File: config.mk
export PLATFORM = sky130hd
export DESIGN_NAME = mult_wb_buffer
export DESIGN_NICKNAME = d
export VERILOG_FILES = /design/src/rtl/mult_wb_buffer_pkg.sv /design/src/rtl/mult_tag_pipe.sv /design/src/rtl/mult_wb_buffer.sv
export SDC_FILE = /design/constraint.sdc
export NUM_CORES = 1
export LEC_CHECK = 0
export BUFFER_PORTS_ARGS = -buffer_cell sky130_fd_sc_hd__buf_2
export CAP_MARGIN = 40
export CORE_AREA = 2 2 202 204
export DETAILED_ROUTE_END_ITERATION = 10
export DIE_AREA = 0 0 204 206
export SYNTH_ARGS = -nofsm -noshare
export SYNTH_HDL_FRONTEND = slang
export SYNTH_SLANG_ARGS = --single-unit
File: constraint.sdc
create_clock -name clock -period 9.8 [get_ports clock]
set_clock_uncertainty 0.05 [all_clocks]
set_input_delay 0.98 -clock clock [delete_from_list [all_inputs] [get_ports clock]]
set_output_delay 0.98 -clock clock [all_outputs]
set_load 0.01 [all_outputs]
File: src/rtl/mult_wb_buffer_pkg.sv
// rtl/mult_wb_buffer_pkg.sv - shared multiplier latency, tag widths and writeback packet type
package mult_wb_buffer_pkg;

    localparam int MULT_LATENCY = 5;
    localparam int PRD_W        = 6;
    localparam int ROB_W        = 5;

    typedef struct packed {
        logic [31:0]      data;
        logic [PRD_W-1:0] prd;
        logic [ROB_W-1:0] rob;
    } mult_wb_packet_t;

    // Bits needed to hold a count in the range 0..n inclusive.
    function automatic int cnt_width(input int n);
        return (n < 1) ? 1 : $clog2(n + 1);
    endfunction

endpackage

File: src/rtl/mult_tag_pipe.sv
// rtl/mult_tag_pipe.sv - fixed-latency {valid, prd, rob} shift chain with in-flight popcount
module mult_tag_pipe
    import mult_wb_buffer_pkg::*;
#(
    parameter int LATENCY = mult_wb_buffer_pkg::MULT_LATENCY,
    parameter int PRD_W   = mult_wb_buffer_pkg::PRD_W,
    parameter int ROB_W   = mult_wb_buffer_pkg::ROB_W,
    parameter int CNT_W   = cnt_width(LATENCY)
) (
    input  logic             clock,
    input  logic             reset,
    input  logic             flush,
    input  logic             in_valid,
    input  logic [PRD_W-1:0] in_prd,
    input  logic [ROB_W-1:0] in_rob,
    output logic             last_valid,
    output logic [PRD_W-1:0] last_prd,
    output logic [ROB_W-1:0] last_rob,
    output logic [CNT_W-1:0] inflight
);

    logic [LATENCY-1:0] valid_q, valid_d;
    logic [PRD_W-1:0]   prd_q [LATENCY];
    logic [PRD_W-1:0]   prd_d [LATENCY];
    logic [ROB_W-1:0]   rob_q [LATENCY];
    logic [ROB_W-1:0]   rob_d [LATENCY];

    // The multiplier never stalls, so the chain advances every cycle.
    always_comb begin
        valid_d[0] = in_valid;
        prd_d[0]   = in_prd;
        rob_d[0]   = in_rob;
        for (int i = 1; i < LATENCY; i++) begin
            valid_d[i] = valid_q[i-1];
            prd_d[i]   = prd_q[i-1];
            rob_d[i]   = rob_q[i-1];
        end
        if (flush) begin
            valid_d = '0;
        end
    end

    always_ff @(posedge clock or posedge reset) begin
        if (reset) begin
            valid_q <= '0;
            for (int i = 0; i < LATENCY; i++) begin
                prd_q[i] <= '0;
                rob_q[i] <= '0;
            end
        end else begin
            valid_q <= valid_d;
            for (int i = 0; i < LATENCY; i++) begin
                prd_q[i] <= prd_d[i];
                rob_q[i] <= rob_d[i];
            end
        end
    end

    always_comb begin
        inflight = '0;
        for (int i = 0; i < LATENCY; i++) begin
            inflight = inflight + CNT_W'(valid_q[i]);
        end
    end

    assign last_valid = valid_q[LATENCY-1];
    assign last_prd   = prd_q[LATENCY-1];
    assign last_rob   = rob_q[LATENCY-1];

endmodule

File: src/rtl/mult_wb_buffer.sv
// rtl/mult_wb_buffer.sv - tags multiplier results and queues them for writeback with issue credits; MULT_WB_BYPASS_EN adds empty-FIFO bypass
module mult_wb_buffer
    import mult_wb_buffer_pkg::*;
#(
    parameter int MULT_LATENCY = mult_wb_buffer_pkg::MULT_LATENCY,
    parameter int DEPTH        = 4,
    parameter int PRD_W        = mult_wb_buffer_pkg::PRD_W,
    parameter int ROB_W        = mult_wb_buffer_pkg::ROB_W
) (
    input  logic             clock,
    input  logic             reset,
    input  logic             flush,
    input  logic             issue_valid,
    input  logic [PRD_W-1:0] issue_prd,
    input  logic [ROB_W-1:0] issue_rob,
    output logic             issue_ready,
    input  logic [31:0]      mult_out,
    output logic             wb_valid,
    input  logic             wb_ready,
    output logic [31:0]      wb_data,
    output logic [PRD_W-1:0] wb_prd,
    output logic [ROB_W-1:0] wb_rob
);

    localparam int PTR_W = $clog2(DEPTH);
    localparam int CNT_W = cnt_width(DEPTH);
    localparam int INF_W = cnt_width(MULT_LATENCY);
    localparam int CRD_W = cnt_width(DEPTH + MULT_LATENCY);

    typedef struct packed {
        logic [31:0]      data;
        logic [PRD_W-1:0] prd;
        logic [ROB_W-1:0] rob;
    } pkt_t;

    pkt_t             mem_q [DEPTH];
    pkt_t             mem_d [DEPTH];
    logic [PTR_W-1:0] head_q, head_d;
    logic [PTR_W-1:0] tail_q, tail_d;
    logic [CNT_W-1:0] count_q, count_d;

    logic             last_valid;
    logic [PRD_W-1:0] last_prd;
    logic [ROB_W-1:0] last_rob;
    logic [INF_W-1:0] inflight;

    logic             fifo_valid;
    logic             bypass_hit;
    logic             push;
    logic             pop;
    pkt_t             head_pkt;

    // Credit counts every tag in flight as an occupied slot, so arrivals can never overflow.
    assign issue_ready = (CRD_W'(inflight) + CRD_W'(count_q)) < CRD_W'(DEPTH);

    mult_tag_pipe #(
        .LATENCY (MULT_LATENCY),
        .PRD_W   (PRD_W),
        .ROB_W   (ROB_W),
        .CNT_W   (INF_W)
    ) u_tag_pipe (
        .clock      (clock),
        .reset      (reset),
        .flush      (flush),
        .in_valid   (issue_valid & issue_ready),
        .in_prd     (issue_prd),
        .in_rob     (issue_rob),
        .last_valid (last_valid),
        .last_prd   (last_prd),
        .last_rob   (last_rob),
        .inflight   (inflight)
    );

    always_comb begin
        fifo_valid = (count_q != '0);
`ifdef MULT_WB_BYPASS_EN
        bypass_hit = !fifo_valid && last_valid;
`else
        bypass_hit = 1'b0;
`endif
        head_pkt = mem_q[head_q];
        wb_valid = fifo_valid | bypass_hit;
        wb_data  = '0;
        wb_prd   = '0;
        wb_rob   = '0;
        if (fifo_valid) begin
            wb_data = head_pkt.data;
            wb_prd  = head_pkt.prd;
            wb_rob  = head_pkt.rob;
        end else if (bypass_hit) begin
            wb_data = mult_out;
            wb_prd  = last_prd;
            wb_rob  = last_rob;
        end
        pop  = fifo_valid & wb_ready;
        // A bypassed result taken by the arbiter never occupies a slot.
        push = last_valid & !(bypass_hit & wb_ready);
    end

    always_comb begin
        mem_d   = mem_q;
        head_d  = head_q;
        tail_d  = tail_q;
        count_d = count_q + CNT_W'(push) - CNT_W'(pop);
        if (push) begin
            mem_d[tail_q] = '{data: mult_out, prd: last_prd, rob: last_rob};
            tail_d        = tail_q + PTR_W'(1);
        end
        if (pop) begin
            head_d = head_q + PTR_W'(1);
        end
        if (flush) begin
            head_d  = '0;
            tail_d  = '0;
            count_d = '0;
        end
    end

    always_ff @(posedge clock or posedge reset) begin
        if (reset) begin
            head_q  <= '0;
            tail_q  <= '0;
            count_q <= '0;
            for (int i = 0; i < DEPTH; i++) begin
                mem_q[i] <= '0;
            end
        end else begin
            head_q  <= head_d;
            tail_q  <= tail_d;
            count_q <= count_d;
            mem_q   <= mem_d;
        end
    end

    a_no_overflow: assert property (@(posedge clock) disable iff (reset)
        !(push && count_q == CNT_W'(DEPTH)));

endmodule

# ---- Yosys cells after proc, flatten, opt, wreduce, memory -nomap -nowiden
# Index checks and enable logic that the tools add are counted.
dict set report classes {
  reduce_logical 4
  mux 15
  n_lt_le_gt_ge 4
  n_bitwise 4
  addsub 9
}
# operator n
set op_table {}
lappend op_table {{$bwmux 172} 1}
lappend op_table {{$mux 43} 3}
lappend op_table {{$bmux 43 s2} 1}
lappend op_table {{$demux 43 s2} 1}
lappend op_table {{$mux 32} 1}
lappend op_table {{$add 3x1->3} 4}
lappend op_table {{$mux 5} 2}
lappend op_table {{$mux 2} 4}
lappend op_table {{$ge 3x3->1 const B} 2}
lappend op_table {{$mux 6} 1}
lappend op_table {{$not 2->3} 2}
lappend op_table {{$add 2x1->2 const B} 2}
lappend op_table {{$add 3x3->4} 1}
lappend op_table {{$lt 4x3->1 const B} 1}
lappend op_table {{$reduce_bool 2->1} 2}
lappend op_table {{$lt 3x1->1 const B} 1}
lappend op_table {{$mux 3} 1}
lappend op_table {{$reduce_bool 3->1} 1}
lappend op_table {{$sub 3x1->3} 1}
lappend op_table {{$add 1x1->2} 1}
lappend op_table {{$and 1x1->1} 2}
lappend op_table {{$logic_and 1x1->1} 1}
dict set report word_totals {
  input_bits 48
  out_inout_bits 45
  reg_bits 239
  elab_cells 62
}

# ---- Longest topological paths before layout
# Gate-level depths: netlist of run 1.
dict set report depth {
  depth_word 8
  mapped_depth 9
  depth_no_buf 9
}

# ---- By module
# From an unflattened synthesis of run 1, not the netlist that was laid out.
dict set report hier_totals {
  cells_unflattened 584
  hier_area_um2 9811.9
}
# mod area_each_um2 n_inst seq_area_each_um2 cells_each
set modules_own_cells {}
lappend modules_own_cells {mult_wb_buffer 8204.1 1 4479.3 510}
lappend modules_own_cells {mult_tag_pipe 1607.8 1 1501.4 74}

# ---- Least setup slack after synthesis of run 1
# Ideal clock, no wire load.
dict set report synth_path {
  path_kind {reg2out}
  start {register u_tag_pipe.valid_q[0]}
  end {output port issue_ready}
  required_time_ps 8770
  path_stages_with_launch 10
  arrival_ps 2363
  slack_ps 6407
  path_buffers 0
  cell_sequence {dfrtp_1 ha_1 inv_1 fa_1 inv_1 ha_1 fa_1 ha_1 and3_1 nor2b_1}
}
dict set report synth_via {
  elab_chain_cells 6
}
# element line_no
set synth_rtl {}
lappend synth_rtl {{start: declaration} mult_tag_pipe.sv:22} ;# logic [LATENCY-1:0] valid_q, valid_d;
lappend synth_rtl {{start signal: assignment} mult_tag_pipe.sv:51} ;# valid_q <= valid_d;
lappend synth_rtl {{$add 1x1->2} mult_tag_pipe.sv:62} ;# inflight = inflight + CNT_W'(valid_q[i]);
lappend synth_rtl {{$add 3x1->3 (3 in series)} mult_tag_pipe.sv:62}
lappend synth_rtl {{$add 3x3->4} mult_wb_buffer.sv:54} ;# assign issue_ready = (CRD_W'(inflight) + CRD_W'(count_q)) < CRD_W'(DEPTH);
lappend synth_rtl {{$lt 4x3->1} mult_wb_buffer.sv:54}
lappend synth_rtl {{end: declaration} mult_wb_buffer.sv:16} ;# output logic issue_ready,
# Every way passes these cells.

# ---- Worst setup path in the final report of run 1
dict set report layout_path {
  start {register u_tag_pipe.valid_q[4]}
  end {output port issue_ready}
}
dict set report layout_via {
  elab_chain_cells 3
}
# element line_no
set layout_rtl {}
lappend layout_rtl {{$add 3x1->3} mult_tag_pipe.sv:62}
lappend layout_rtl {{$add 3x3->4} mult_wb_buffer.sv:54}
lappend layout_rtl {{$lt 4x3->1} mult_wb_buffer.sv:54}
# Every way passes these cells.

==> results_tabular.tex, run 1 <==
\begin{tabular}{lr}
\hline
Metric & Value \\
\hline
\multicolumn{2}{l}{\textbf{Floorplan}} \\
\quad Top-level I/O count & 93 \\
\quad Die Footprint & 42000 µm² \\
\quad Initial standard-cell utilization of the core & 24.5\% \\
\quad Placeable core area & 40200 µm² \\
\quad Total number of placement rows & 74 \\
\quad Height of the die & 206 µm \\
\quad Die Span X & 204 µm \\
\multicolumn{2}{l}{\textbf{Placement}} \\
\quad Global placement routability congestion & 0.666 \\
\quad Dpl hpwl & 11900 µm \\
\quad Cell Area, Placed & 10900 µm² \\
\quad Count of buffers from port buffering & slightly above 90 \\
\multicolumn{2}{l}{\textbf{STA}} \\
\quad Final number of setup-violating endpoints & 0 \\
\quad Final sum of negative setup slack & 0 ps \\
\quad Fin crit period & 4240 ps \\
\quad Tightest Pin Transition & 872 ps \\
\quad Share of the clock period used by the worst path after layout & 43.2\% \\
\quad RSZ-0062 raised after global routing & no \\
\quad Highest Clock Rate & 0.236 GHz \\
\quad Total count of max-transition violations in the final report & 0 \\
\quad Endpoints failing hold & 0 \\
\quad Max-slew headroom & roughly two fifths \\
\quad Final hold slack & slightly below 300 ps \\
\multicolumn{2}{l}{\textbf{Clocking}} \\
\quad Clock-pin transition on the worst setup and hold timing paths & 60 ps \\
\quad \# hold bufs at CTS & 0 \\
\quad CTS-repair resized insts & 0 \\
\quad TritonCTS Sinks & 239 \\
\quad Postcts setup bufs & 0 \\
\quad Worst-case clock buffer depth & 3 \\
\quad TritonCTS Buffers & 29 \\
\quad Root Driver & sky130\_fd\_sc\_hd\_\_clkbuf\_16 \\
\quad Clock tree from TritonCTS & built \\
\quad Total number of H-tree levels & 1 \\
\quad Clk\_lat worst skew & 560 ps \\
\multicolumn{2}{l}{\textbf{Cells and area}} \\
\quad Fraction of final layout cells sized beyond drive strength 1 & 51.8\% \\
\quad Post-layout nets & 742 \\
\quad Fillcell total & between 4000 and 5000 \\
\quad Area growth from synthesis to layout & 21.9\% \\
\quad Non-Filler Cell Area, Final & 12000 µm² \\
\multicolumn{2}{l}{\textbf{GRT}} \\
\quad Fraction of met1 tracks used by global routing & 13.8\% \\
\quad Met3 usage & 2.22\% \\
\quad Residual overflow from global routing & 0 \\
\quad Number of antenna violations at the first check in global routing & 1 \\
\quad Largest net degree at the start of global routing & 113 \\
\quad Total routing resource utilization after global routing & 9.85\% \\
\quad Number of global-route vias before repair & 5475 \\
\quad Highest-utilization routing layer at the global route stage & met2 \\
\quad First-pass GRT wire length & 32100 µm \\
\quad M2 GR Usage & between 10\% and 20\% \\
\multicolumn{2}{l}{\textbf{Routing}} \\
\quad Number of antenna-violating nets in the routed design & 0 \\
\quad Detailed-route vias per instance & 4.19 \\
\quad Vias post-DR & 5178 \\
\quad Iteration-0 DRC count of the detailed router & 133 \\
\quad Drt total wl & 20200 µm \\
\quad Final routed DRC violation total & 0 \\
\quad Wire per inst & 16.4 µm \\
\quad TritonRoute pass-1 iters & 4 \\
\multicolumn{2}{l}{\textbf{Synthesis}} \\
\quad Avg Cell Area, Syn & 16.9 µm² \\
\quad Library cell with the largest summed area after synthesis & sky130\_fd\_sc\_hd\_\_dfrtp\_1 \\
\quad Ys async rst share & 100\% \\
\quad Number of synthesized flops with an enable pin & 0 \\
\quad Largest cells by area after synthesis & sky130\_fd\_sc\_hd\_\_dfrtp\_1, sky130\_fd\_sc\_hd\_\_mux2\_2, sky130\_fd\_sc\_hd\_\_mux4\_2 \\
\quad Count of synthesis-stage warnings from yosys & 0 \\
\quad Cell area after technology mapping & 9840 µm² \\
\quad Sequential element share of the synthesized area & 60.8\% \\
\quad Distinct cells, synth & 25 \\
\quad Net count after synthesis & 644 \\
\quad Top-count cell post-synth & sky130\_fd\_sc\_hd\_\_dfrtp\_1 \\
\quad Post-synth top area share & around 61\% \\
\quad Synthesis-stage register bit count & 239 \\
\quad List of most frequent post-synthesis cells & sky130\_fd\_sc\_hd\_\_dfrtp\_1, sky130\_fd\_sc\_hd\_\_mux2\_2, sky130\_fd\_sc\_hd\_\_and2\_1, sky130\_fd\_sc\_hd\_\_mux4\_2, sky130\_fd\_sc\_hd\_\_buf\_2 \\
\quad Number of standard cells after synthesis & about 580 \\
\quad Flip-flop cell with the highest count after synthesis & sky130\_fd\_sc\_hd\_\_dfrtp\_1 \\
\multicolumn{2}{l}{\textbf{Worst setup path}} \\
\quad CP Class & reg -> out \\
\quad Critical path capture point type & output port \\
\quad Biggest fanout along the worst timing path & 7 \\
\quad Setup crit start kind & register \\
\quad WP data arrival & about 3200 ps \\
\quad Data required time at the worst endpoint & roughly 8800 ps \\
\multicolumn{2}{l}{\textbf{Power and ir drop}} \\
\quad Combinational Power Share & 21.6\% \\
\quad Leak pwr & 5.36 nW \\
\quad Power share of the clock group & 39.2\% \\
\quad Sequential group share of total power & 39.3\% \\
\quad Switching fraction of total power & 26.5\% \\
\quad Net switching power figure & 773 µW \\
\quad Total power of the final layout & 2.91 mW \\
\quad Internal power & 2.14 mW \\
\quad PwrDens & 243 nW/µm² \\
\quad Worst-case vdd ir drop & 126 µV \\
\multicolumn{2}{l}{\textbf{Run status}} \\
\quad Outcome & finished, final reports clean \\
\multicolumn{2}{l}{\textbf{Job}} \\
\quad Max-cap check violation count & 0 \\
\multicolumn{2}{l}{\textbf{Min path}} \\
\quad Type of the worst min-delay path & reg -> reg \\
\hline
\end{tabular}
[power by group through the flow]
stage	combinational (mW)	sequential, mW	clock (mW)
floorplan	0.448	1.13	0
global placement	0.572	1.20	0
detailed placement	0.652	1.16	0
CTS	0.654	1.15	1.19
global route	0.696	1.16	1.23
finish	0.629	1.14	1.14
[placed cells by master, fill, tap and decap left out, types with 3 or more instances in the layout]
cell and n:
sky130_fd_sc_hd__and2_1 43, sky130_fd_sc_hd__buf_16 3, sky130_fd_sc_hd__buf_2 92, sky130_fd_sc_hd__buf_4 3, sky130_fd_sc_hd__bufinv_16 3, sky130_fd_sc_hd__clkbuf_1 3, sky130_fd_sc_hd__clkbuf_16 29, sky130_fd_sc_hd__clkbuf_8 13
sky130_fd_sc_hd__clkinv_2 3, sky130_fd_sc_hd__dfrtp_1 237, sky130_fd_sc_hd__fa_1 3, sky130_fd_sc_hd__ha_1 10, sky130_fd_sc_hd__inv_1 10, sky130_fd_sc_hd__mux2_2 174, sky130_fd_sc_hd__mux4_1 11, sky130_fd_sc_hd__mux4_2 32
sky130_fd_sc_hd__nand2_4 3, sky130_fd_sc_hd__nor2_1 6, sky130_fd_sc_hd__nor2b_1 8
[cell families after synthesis]
family          synth area share (%)
xor+xnor                       0.330
flops                           60.8
mux                             30.3
buf+inv                         2.68
simple gates                    3.90
fa+ha+maj                       1.88
compound gates                 0.178
[flip-flops by register name, summed over array words and instances, names as in the netlist]
signal and count:
u_tag_pipe.last_prd 6, u_tag_pipe.rob_d 20, head_q 2, count_q 3, u_tag_pipe.last_rob 5, u_tag_pipe.valid_q 5
mem_q 172, u_tag_pipe.prd_d 24, tail_q 2
[worst max-delay path: stages, from the launching register on]
cell and delay, ps:
sky130_fd_sc_hd__dfrtp_1 610, sky130_fd_sc_hd__inv_1 150, sky130_fd_sc_hd__fa_1 550, sky130_fd_sc_hd__inv_1 40
sky130_fd_sc_hd__ha_1 180, sky130_fd_sc_hd__fa_1 440, sky130_fd_sc_hd__ha_1 190, sky130_fd_sc_hd__nor3_1 220
sky130_fd_sc_hd__nor2b_1 150, sky130_fd_sc_hd__buf_2 130
[cell type report]
type                    instances  area, µm²  area share [%]
diodes                          1       2.50          0.0209
clock buffers                  45        916            7.64
clock inverters                 9        143            1.19
inverters                      11       48.8           0.407
multi-input cells             300       3620            30.2
flip-flops and latches        239       5990            49.9
well taps                     532        666            5.55
repair buffers                100        606            5.05
[metal layers]
layer / wire length, µm / up-vias
met3: 920 / 37
met4: 476 / 2
met5: 13 / -
met1: 9550 / 2750
li1: - / 2306
met2: 9280 / 83
[worst paths after layout]
kind | startpoint | endpoint | slack, ps | depth (start not counted)
min | u_tag_pipe.prd_d[14] | u_tag_pipe.prd_d[8] | 290 | 0
min reg2reg | u_tag_pipe.prd_d[14] | u_tag_pipe.prd_d[8] | 290 | 0
min in group asynchronous | reset | u_tag_pipe.prd_d[19] | 510 | 2
max in group asynchronous | reset | head_q[1] | 7780 | 3
max | u_tag_pipe.valid_q[4] | issue_ready | 5560 | 9
max reg2reg | u_tag_pipe.valid_q[4] | u_tag_pipe.valid_q[0] | 6870 | 8
[per-stage QoR]
stage	utilization, %	worst slack (ps)	std cells
floorplan	-	2210	583
global placement	26.9	6180	1177
detailed placement	27.2	6140	1182
CTS	29.8	5510	1236
global route	29.8	5410	1236
finish	29.8	5560	1237
Note: power is estimated with default switching activity, not from simulation.
==> run 2, diff against run 1 <==
Settings changed: ABC_AREA from default to 1, CORE_AREA 2 2 202 204 to 2 2 205 207, DIE_AREA 0 0 204 206 to 0 0 207 209.
Clock period 9.8 ns to 4.3 ns, I/O delays scaled along.
==> run 2 against run 1 <==
Effect of this change:
- the run now ends with hold timing left
- die area increased by 2.9%
- worst setup slack got worse by 4900 ps
- sequential share of layout area decreased by 1.3 points
- global-route usage increased by 1.4 points
- area after synthesis increased by 3.2%
- count of clock-buffer cells in the layout decreased by 11
- final area increased by 2.7%
- combinational power increased to 3.1 times the previous value
- register-to-register slack got worse by 5200 ps
- sequential power increased by 130%
- synthesized cell count increased by 110%
- routed wire length increased by 18%
- critical endpoint unchanged
- largest cell class unchanged
- largest power group unchanged
- highest routed layer unchanged
==> results_tabular.tex, run 2 <==
\begin{tabular}{lr}
\hline
Metric & Value \\
\hline
\multicolumn{2}{l}{\textbf{Run status}} \\
\quad Outcome & finished with violations (was finished, final reports clean) \\
\quad Violated checks & hold timing \\
\multicolumn{2}{l}{\textbf{Clocking}} \\
\quad Postcts setup bufs & 0 (unchanged) \\
\quad Root Driver & sky130\_fd\_sc\_hd\_\_clkbuf\_16 (unchanged) \\
\quad TritonCTS Buffers & 29 (unchanged) \\
\quad Clk\_lat worst skew & 550 ps (was 560 ps) \\
\quad TritonCTS Sinks & 239 (unchanged) \\
\quad Worst-case clock buffer depth & 3 (unchanged) \\
\quad Total number of H-tree levels & 1 (unchanged) \\
\quad Clock-pin transition on the worst setup and hold timing paths & 60 ps (about the same) \\
\quad Clock tree from TritonCTS & built (unchanged) \\
\multicolumn{2}{l}{\textbf{Routing}} \\
\quad Number of antenna-violating nets in the routed design & 0 (unchanged) \\
\quad Iteration-0 DRC count of the detailed router & 354 (was 133) \\
\quad TritonRoute pass-1 iters & 4 (unchanged) \\
\quad Final routed DRC violation total & 0 (unchanged) \\
\quad Drt total wl & 23900 µm (was 20200 µm) \\
\quad Wire per inst & 13.0 µm (was 16.4 µm) \\
\quad Detailed-route vias per instance & 4.17 (was 4.19) \\
\quad Vias post-DR & 7691 (was 5178) \\
\multicolumn{2}{l}{\textbf{Worst setup path}} \\
\quad Worst path max stage delay & 570 ps (was 610 ps) \\
\quad Slowest cell on crit path & sky130\_fd\_sc\_hd\_\_fa\_1 (was sky130\_fd\_sc\_hd\_\_dfrtp\_1) \\
\quad Data required time at the worst endpoint & 3820 ps (was 8770 ps) \\
\quad CP Class & reg -> out (unchanged) \\
\quad Cells along the critical path & inv\_1 -> fa\_1 -> inv\_1 -> ha\_1 -> fa\_1 -> ha\_1 -> nand3\_1 -> nand3\_1 -> inv\_1 -> buf\_2 (was inv\_1 -> fa\_1 -> inv\_1 -> ha\_1 -> fa\_1 -> ha\_1 -> nor3\_1 -> nor2b\_1 -> buf\_2) \\
\quad Critical path's most frequent cell & sky130\_fd\_sc\_hd\_\_inv\_1 \\
\quad Critical path capture point type & output port (unchanged) \\
\quad Biggest fanout along the worst timing path & 6 (was 7) \\
\quad Setup crit start kind & register (unchanged) \\
\quad WP data arrival & 3160 ps (was 3210 ps) \\
\multicolumn{2}{l}{\textbf{GRT}} \\
\quad Total routing resource utilization after global routing & 11.2\% (was 9.85\%) \\
\quad Number of global-route vias before repair & 7538 (was 5475) \\
\quad Largest net degree at the start of global routing & 130 (was 113) \\
\quad Number of antenna violations at the first check in global routing & 1 (unchanged) \\
\quad First-pass GRT wire length & 39900 µm (was 32100 µm) \\
\quad Residual overflow from global routing & 0 (unchanged) \\
\multicolumn{2}{l}{\textbf{Floorplan}} \\
\quad Top-level I/O count & 93 (unchanged) \\
\quad Placeable core area & 41300 µm² (was 40200 µm²) \\
\quad Die Footprint & 43300 µm² (was 42000 µm²) \\
\quad Height of the die & 209 µm (was 206 µm) \\
\quad Initial standard-cell utilization of the core & 24.6\% (was 24.5\%) \\
\quad Die Span X & 207 µm (was 204 µm) \\
\quad Total number of placement rows & 75 (was 74) \\
\multicolumn{2}{l}{\textbf{Synthesis}} \\
\quad Largest cells by area after synthesis & sky130\_fd\_sc\_hd\_\_dfrtp\_1, sky130\_fd\_sc\_hd\_\_nand2\_1, sky130\_fd\_sc\_hd\_\_o21ai\_0 (was sky130\_fd\_sc\_hd\_\_dfrtp\_1, sky130\_fd\_sc\_hd\_\_mux2\_2, sky130\_fd\_sc\_hd\_\_mux4\_2) \\
\quad Fraction of the mapped netlist area in compound gates & 10.8\% (was 0.178\%) \\
\quad Ys async rst share & 100\% (unchanged) \\
\quad Synthesis-stage register bit count & 239 (unchanged) \\
\quad Cell area after technology mapping & 10200 µm² (was 9840 µm²) \\
\quad Avg Cell Area, Syn & 8.44 µm² (was 16.9 µm²) \\
\quad Number of synthesized flops with an enable pin & 0 (unchanged) \\
\quad Count of synthesis-stage warnings from yosys & 0 (unchanged) \\
\quad Flip-flop cell with the highest count after synthesis & sky130\_fd\_sc\_hd\_\_dfrtp\_1 (unchanged) \\
\quad Basic-gate share of the synthesized area counting and, or, nand and nor cells & 19.3\% (was 3.90\%) \\
\quad Top-count cell post-synth & sky130\_fd\_sc\_hd\_\_nand2\_1 (was sky130\_fd\_sc\_hd\_\_dfrtp\_1) \\
\quad Library cell with the largest summed area after synthesis & sky130\_fd\_sc\_hd\_\_dfrtp\_1 (unchanged) \\
\quad Main combinational cell family by area after synthesis & simple AND/OR/NAND/NOR gates (was multiplexers) \\
\quad Multiplexer share of the synthesized area & 0\% (was 30.3\%) \\
\quad List of most frequent post-synthesis cells & sky130\_fd\_sc\_hd\_\_nand2\_1, sky130\_fd\_sc\_hd\_\_dfrtp\_1, sky130\_fd\_sc\_hd\_\_o21ai\_0, sky130\_fd\_sc\_hd\_\_inv\_1, sky130\_fd\_sc\_hd\_\_nand3\_1 (was sky130\_fd\_sc\_hd\_\_dfrtp\_1, sky130\_fd\_sc\_hd\_\_mux2\_2, sky130\_fd\_sc\_hd\_\_and2\_1, sky130\_fd\_sc\_hd\_\_mux4\_2, sky130\_fd\_sc\_hd\_\_buf\_2) \\
\quad Post-synthesis xor/xnor area fraction & 0\% (was 0.330\%) \\
\quad Sequential element share of the synthesized area & 58.9\% (was 60.8\%) \\
\quad Post-synth top area share & 58.9\% (was 60.8\%) \\
\quad Number of standard cells after synthesis & 1203 (was 583) \\
\quad Net count after synthesis & 1264 (was 644) \\
\quad Adder-cell area share of the yosys netlist & 1.82\% (was 1.88\%) \\
\quad Distinct cells, synth & 17 (was 25) \\
\multicolumn{2}{l}{\textbf{Cells and area}} \\
\quad Fraction of final layout cells sized beyond drive strength 1 & 12.8\% (was 51.8\%) \\
\quad Count of inserted antenna diode cells & 0 (was 1) \\
\quad Register with the highest flop count & mem\_q (unchanged) \\
\quad Post-layout nets & 1342 (was 742) \\
\quad Commonest cells after routing, fill and taps aside & sky130\_fd\_sc\_hd\_\_nand2\_1, sky130\_fd\_sc\_hd\_\_dfrtp\_1, sky130\_fd\_sc\_hd\_\_o21ai\_0 (was sky130\_fd\_sc\_hd\_\_dfrtp\_1, sky130\_fd\_sc\_hd\_\_mux2\_2, sky130\_fd\_sc\_hd\_\_buf\_2) \\
\quad Largest register FFs & 172 (unchanged) \\
\quad Fraction of the core area covered by cells at the end of the flow & 29.8\% (about the same) \\
\quad Final cell count without fillers & 1843 (was 1237) \\
\quad Area growth from synthesis to layout & 21.3\% (was 21.9\%) \\
\quad Most frequent standard cell in the layout excluding fill and tap cells & sky130\_fd\_sc\_hd\_\_nand2\_1 (was sky130\_fd\_sc\_hd\_\_dfrtp\_1) \\
\quad Fillcell total & 4402 (was 4053) \\
\multicolumn{2}{l}{\textbf{STA}} \\
\quad Final number of setup-violating endpoints & 0 (unchanged) \\
\quad Tightest Pin Transition & 756 ps (was 872 ps) \\
\quad Fin crit period & 3640 ps \\
\quad Max-slew headroom & 49.6\% (was 41.9\%) \\
\quad Highest Clock Rate & 0.275 GHz \\
\quad Final sum of negative setup slack & 0 ps (unchanged) \\
\quad Endpoints failing hold & 2 (was 0) \\
\quad RSZ-0062 raised after global routing & no (unchanged) \\
\quad Share of the clock period used by the worst path after layout & 84.7\% \\
\quad Final hold slack & -10.6 ps (was 292 ps) \\
\quad Total count of max-transition violations in the final report & 0 (unchanged) \\
\multicolumn{2}{l}{\textbf{Power and ir drop}} \\
\quad Worst-case vdd ir drop & 377 µV (was 126 µV) \\
\quad PwrDens & 577 nW/µm² (was 243 nW/µm²) \\
\quad Leak pwr & 6.61 nW (was 5.36 nW) \\
\multicolumn{2}{l}{\textbf{Placement}} \\
\quad Count of buffers from port buffering & 92 (unchanged) \\
\quad Global placement routability congestion & 0.699 (was 0.666) \\
\quad Dpl hpwl & 14300 µm (was 11900 µm) \\
\quad Total instance count after detailed placement & 1778 (was 1182) \\
\multicolumn{2}{l}{\textbf{Min path}} \\
\quad Type of the worst min-delay path & in -> async (was reg -> reg) \\
\multicolumn{2}{l}{\textbf{Job}} \\
\quad Max-cap check violation count & 0 (unchanged) \\
\hline
\end{tabular}
[run 2: cell types whose count changed in the layout (fill, tap and decap cells not counted), moves of 8 or more]
cell,before,now
sky130_fd_sc_hd__dlygate4sd3_1,0,11
sky130_fd_sc_hd__inv_1,10,152
sky130_fd_sc_hd__clkbuf_8,13,3
sky130_fd_sc_hd__and2_1,43,0
sky130_fd_sc_hd__nand2_1,0,439
sky130_fd_sc_hd__nor2b_1,8,0
sky130_fd_sc_hd__a21oi_1,0,45
sky130_fd_sc_hd__mux2_2,174,0
sky130_fd_sc_hd__nor2_1,6,16
sky130_fd_sc_hd__nand3_1,0,47
sky130_fd_sc_hd__mux4_2,32,0
sky130_fd_sc_hd__mux4_1,11,0
sky130_fd_sc_hd__o21ai_0,0,173
[run 2: final timing paths]
| kind | startpoint | depth (start not counted) | slack [ps] | endpoint |
|---|---|---|---|---|
| setup / recovery | u_tag_pipe.valid_q[4] | 10 | 660 | issue_ready |
| hold / removal | reset | 3 | -10 | u_tag_pipe.prd_d[23] |
| setup reg to reg | u_tag_pipe.valid_q[4] | 9 | 1650 | u_tag_pipe.valid_q[0] |
| hold reg to reg | u_tag_pipe.rob_d[19] | 0 | 290 | u_tag_pipe.rob_d[14] |
| max in group asynchronous | reset | 3 | 3560 | head_q[0] |
| min in group clock | issue_valid | 3 | 60 | u_tag_pipe.valid_q[0] |
[run 2: cell type report]
cell class                 instances  area [µm²]  share of cell area (%)
clock buffer                      34         774                    6.29
clock inverter                    20         225                    1.83
inverter                         156         591                    4.79
multi-input combinational        739        3280                    26.6
sequential                       239        5990                    48.6
tap                              539         674                    5.48
timing repair buffer             116         788                    6.40
[run 2: kinds of logic (layout without fill, tap and decap cells)]
group / count (synthesis) / after routing
DFF: 239 / 239
buffers and inverters: 225 / 326
and+or+nand+nor: 507 / 507
adders and majority gates: 13 / 13
AOI/OAI and AO/OA: 219 / 219
[run 2: metal layers]
metal,global-route usage [%],wire length (µm),vias up
met3,2.07,1020,28
met5,0,11,-
met4,3.30,418,2
met2,18.3,10900,135
li1,-,-,3863
met1,15.3,11600,3663
[run 2: power by group]
part / internal, mW / switching, mW
clock network: 1.53 / 0.996
logic: 0.688 / 1.27
registers: 2.50 / 0.122
total: 4.72 / 2.39
[run 2: stage by stage]
| stage | cell area [µm²] | power (mW) | setup slack (ps) |
|---|---|---|---|
| after floorplan | 10200 | 3.92 | 686 |
| after global placement | 11100 | 4.56 | 1230 |
| after detailed placement | 11200 | 4.65 | 1190 |
| after CTS | 12300 | 7.24 | 591 |
| after global routing | 12300 | 7.62 | 435 |
| final | 12300 | 7.10 | 660 |
[run 2: repair_timing]
action | in CTS | in global routing
gates resized for setup | 0 | 0
endpoints found under the hold margin | 11 | 0
hold buffers | 11 | 0
setup endpoints to repair | 0 | 0
[run 2: worst max-delay path: cells and delay by family (launching register included)]
family | cells | cell delay [ps]
adder cells (fa/ha/maj) | 4 | 1480
flip-flops | 1 | 550
buffers and inverters | 4 | 420
AND/OR/NAND/NOR | 2 | 160
==> run 3, diff against run 2 <==
Settings changed: ABC_AREA 1 to 0, CORE_AREA 2 2 205 207 to 2 2 202 204, DIE_AREA 0 0 207 209 to 0 0 204 206.
Clock period 4.3 ns to 3.34 ns, I/O delays scaled along.
==> run 3 against run 2 <==
Effect of this change:
- the run ends with setup timing left
- final area shrank 0.28%
- sequential share of layout area up 0.16 points
- worst hold slack better by 38 ps
- first-iteration DRC count down 67%
- sequential power up 30%
- register-to-register slack worse by 1100 ps
- cell count down 31%
- highest routed layer is now met4
- non-clock buffer count increased by 18
==> results_tabular.tex, run 3 (synthesized netlist as in run 1, its figures left out) <==
\begin{tabular}{lr}
\hline
Metric & Value \\
\hline
\multicolumn{2}{l}{\textbf{Run status}} \\
\quad Outcome & finished with violations (unchanged) \\
\quad Violated checks & setup timing (was hold timing) \\
\multicolumn{2}{l}{\textbf{STA}} \\
\quad RSZ-0062 raised after global routing & yes (was no) \\
\quad Max-slew headroom & 45.7\% (was 49.6\%) \\
\quad Total count of max-transition violations in the final report & 0 (unchanged) \\
\quad Endpoints failing hold & 0 (was 2) \\
\quad Final number of setup-violating endpoints & 1 (was 0) \\
\quad Setup slack after layout & -73.8 ps (was 660 ps) \\
\quad Fin crit period & 3410 ps \\
\quad Share of the clock period used by the worst path after layout & 102\% \\
\quad Highest Clock Rate & 0.293 GHz \\
\quad Tightest Pin Transition & 815 ps (was 756 ps) \\
\quad Final sum of negative setup slack & -73.8 ps (was 0 ps) \\
\multicolumn{2}{l}{\textbf{Power and ir drop}} \\
\quad Worst-case vdd ir drop & 336 µV (was 377 µV) \\
\quad Switching fraction of total power & 26.7\% (was 33.6\%) \\
\quad Combinational Power Share & 21.5\% (was 27.5\%) \\
\quad PwrDens & 689 nW/µm² (was 577 nW/µm²) \\
\quad Leak pwr & 5.47 nW (was 6.61 nW) \\
\quad Net switching power figure & 2.26 mW (was 2.39 mW) \\
\quad Internal power & 6.21 mW (was 4.72 mW) \\
\quad Power share of the clock group & 38.3\% (was 35.6\%) \\
\quad Sequential group share of total power & 40.2\% (was 36.9\%) \\
\multicolumn{2}{l}{\textbf{GRT}} \\
\quad Fraction of met1 tracks used by global routing & 12.9\% (was 15.3\%) \\
\quad Highest-utilization routing layer at the global route stage & met2 (unchanged) \\
\quad Residual overflow from global routing & 0 (unchanged) \\
\quad Number of antenna violations at the first check in global routing & 0 (was 1) \\
\quad Number of global-route vias before repair & 5638 (was 7538) \\
\quad Total routing resource utilization after global routing & 9.71\% (was 11.2\%) \\
\quad M2 GR Usage & 15.9\% (was 18.3\%) \\
\quad Largest net degree at the start of global routing & 136 (was 130) \\
\quad Met3 usage & 2.43\% (was 2.07\%) \\
\quad First-pass GRT wire length & 31800 µm (was 39900 µm) \\
\multicolumn{2}{l}{\textbf{Clocking}} \\
\quad Total number of H-tree levels & 1 (unchanged) \\
\quad TritonCTS Buffers & 28 (was 29) \\
\quad Clock tree from TritonCTS & built (unchanged) \\
\quad TritonCTS Sinks & 239 (unchanged) \\
\quad Clock-pin transition on the worst setup and hold timing paths & 60 ps (about the same) \\
\quad Clk\_lat worst skew & 570 ps (was 550 ps) \\
\quad Root Driver & sky130\_fd\_sc\_hd\_\_clkbuf\_16 (unchanged) \\
\quad Worst-case clock buffer depth & 3 (unchanged) \\
\multicolumn{2}{l}{\textbf{Cells and area}} \\
\quad Final cell count without fillers & 1268 (was 1843) \\
\quad Register with the highest flop count & mem\_q (unchanged) \\
\quad Largest register FFs & 172 (unchanged) \\
\quad Commonest cells after routing, fill and taps aside & sky130\_fd\_sc\_hd\_\_dfrtp\_1, sky130\_fd\_sc\_hd\_\_mux2\_2, sky130\_fd\_sc\_hd\_\_buf\_2 (was sky130\_fd\_sc\_hd\_\_nand2\_1, sky130\_fd\_sc\_hd\_\_dfrtp\_1, sky130\_fd\_sc\_hd\_\_o21ai\_0) \\
\quad Area growth from synthesis to layout & 24.8\% (was 21.3\%) \\
\quad Post-layout nets & 775 (was 1342) \\
\quad Count of inserted antenna diode cells & 0 (unchanged) \\
\quad Fraction of the core area covered by cells at the end of the flow & 30.6\% (was 29.8\%) \\
\quad Fraction of final layout cells sized beyond drive strength 1 & 49.9\% (was 12.8\%) \\
\quad Most frequent standard cell in the layout excluding fill and tap cells & sky130\_fd\_sc\_hd\_\_dfrtp\_1 (was sky130\_fd\_sc\_hd\_\_nand2\_1) \\
\multicolumn{2}{l}{\textbf{Routing}} \\
\quad Number of antenna-violating nets in the routed design & 0 (unchanged) \\
\quad Vias post-DR & 5224 (was 7691) \\
\quad TritonRoute pass-1 iters & 3 (was 4) \\
\quad Iteration-0 DRC count of the detailed router & 116 (was 354) \\
\quad Drt total wl & 20100 µm (was 23900 µm) \\
\quad Wire per inst & 15.9 µm (was 13.0 µm) \\
\quad Final routed DRC violation total & 0 (unchanged) \\
\quad Detailed-route vias per instance & 4.12 (was 4.17) \\
\multicolumn{2}{l}{\textbf{Worst setup path}} \\
\quad CP Class & reg -> out (unchanged) \\
\quad WP data arrival & 3030 ps (was 3160 ps) \\
\quad Data required time at the worst endpoint & 2960 ps (was 3820 ps) \\
\quad Biggest fanout along the worst timing path & 2 (was 6) \\
\quad Setup crit start kind & register (unchanged) \\
\quad Critical path capture point type & output port (unchanged) \\
\multicolumn{2}{l}{\textbf{Floorplan}} \\
\quad Die Span X & 204 µm (was 207 µm) \\
\quad Initial standard-cell utilization of the core & 24.5\% (was 24.6\%) \\
\quad Top-level I/O count & 93 (unchanged) \\
\quad Total number of placement rows & 74 (was 75) \\
\quad Placeable core area & 40200 µm² (was 41300 µm²) \\
\quad Height of the die & 206 µm (was 209 µm) \\
\quad Die Footprint & 42000 µm² (was 43300 µm²) \\
\multicolumn{2}{l}{\textbf{Placement}} \\
\quad Total instance count after detailed placement & 1182 (was 1778) \\
\quad Count of buffers from port buffering & 92 (unchanged) \\
\quad Dpl hpwl & 11700 µm (was 14300 µm) \\
\quad Global placement routability congestion & 0.682 (was 0.699) \\
\multicolumn{2}{l}{\textbf{Min path}} \\
\quad Type of the worst min-delay path & in -> reg (was in -> async) \\
\multicolumn{2}{l}{\textbf{Job}} \\
\quad Max-cap check violation count & 0 (unchanged) \\
\hline
\end{tabular}
==> run 3: cell count changes in the layout (fill, tap and decap cells not counted), sizes merged, moves of 45 or more <==
| cell | delta |
|---|---|
| a21oi | -45 |
| inv | -146 |
| mux2 | +174 |
| nand2 | -439 |
| nand3 | -47 |
| o21ai | -173 |
==> run 3: layout make-up <==
class	count	area (µm²)
Multi-Input combinational cell	300	3650
Clock buffer	40	816
Timing Repair Buffer	134	921
Tap cell	532	666
Clock inverter	12	191
Sequential cell	239	5990
Inverter	11	45.0
Fill cell	4020	27900
==> run 3: path summary, 6_finish.rpt <==
| kind | start | slack [ps] | to | cells after the start |
|---|---|---|---|---|
| worst max-delay path | u_tag_pipe.valid_q[1] | -70 | issue_ready | 10 |
| worst min-delay path | mult_out[6] | 30 | mem_q[146] | 2 |
| worst max register to register | u_tag_pipe.valid_q[1] | 560 | u_tag_pipe.valid_q[0] | 10 |
| worst min register to register | u_tag_pipe.prd_d[4] | 280 | u_tag_pipe.last_prd[4] | 0 |
| max in group asynchronous | reset | 2050 | head_q[0] | 4 |
| min in group asynchronous | reset | 410 | u_tag_pipe.rob_d[17] | 4 |
==> run 3: power groups by stage <==
| stage | Clock [mW] | Sequential, mW | Combinational (mW) |
|---|---|---|---|
| finish | 3.24 | 3.41 | 1.82 |
| global placement | 0 | 3.53 | 1.68 |
| CTS | 3.38 | 3.41 | 1.87 |
| global route | 3.49 | 3.45 | 2.02 |
| floorplan | 0 | 3.32 | 1.31 |
| detailed placement | 0 | 3.47 | 1.84 |
==> run 3: what timing repair did <==
item | in CTS | in global routing
setup endpoints to repair | 1 | 1
hold buffers | 33 | 0
hold endpoints to repair | 258 | 0
gates resized for setup | 3 | 2
pin swaps | 0 | 1
cloned | 0 | 0
buffers inserted | 0 | 1
==> run 3: metrics by stage <==
step	setup slack, ps	cell area [µm²]	total power [mW]	hold WS, ps
after detailed placement	465	10900	5.30	285
after global routing	-214	12300	8.96	11.1
after CTS	-91.4	12300	8.67	0.913
after global placement	489	10900	5.20	282
final	-73.8	12300	8.47	27.5
after floorplan	-178	9850	4.63	281
==> run 3: worst max-delay path, cell delays in order, from the launching register on <==
cell	delay [ps]
sky130_fd_sc_hd__dfrtp_1	380
sky130_fd_sc_hd__ha_1	280
sky130_fd_sc_hd__inv_2	40
sky130_fd_sc_hd__fa_1	470
sky130_fd_sc_hd__inv_1	40
sky130_fd_sc_hd__ha_2	160
sky130_fd_sc_hd__fa_1	440
sky130_fd_sc_hd__ha_1	290
sky130_fd_sc_hd__and3_4	160
sky130_fd_sc_hd__nor2b_1	100
sky130_fd_sc_hd__buf_2	130
==> run 3: metal layers <==
metal,vias up,share of wire (%)
met5,-,0
met4,0,2.3
met3,34,4.1
met2,76,47
met1,2764,46
li1,2350,-
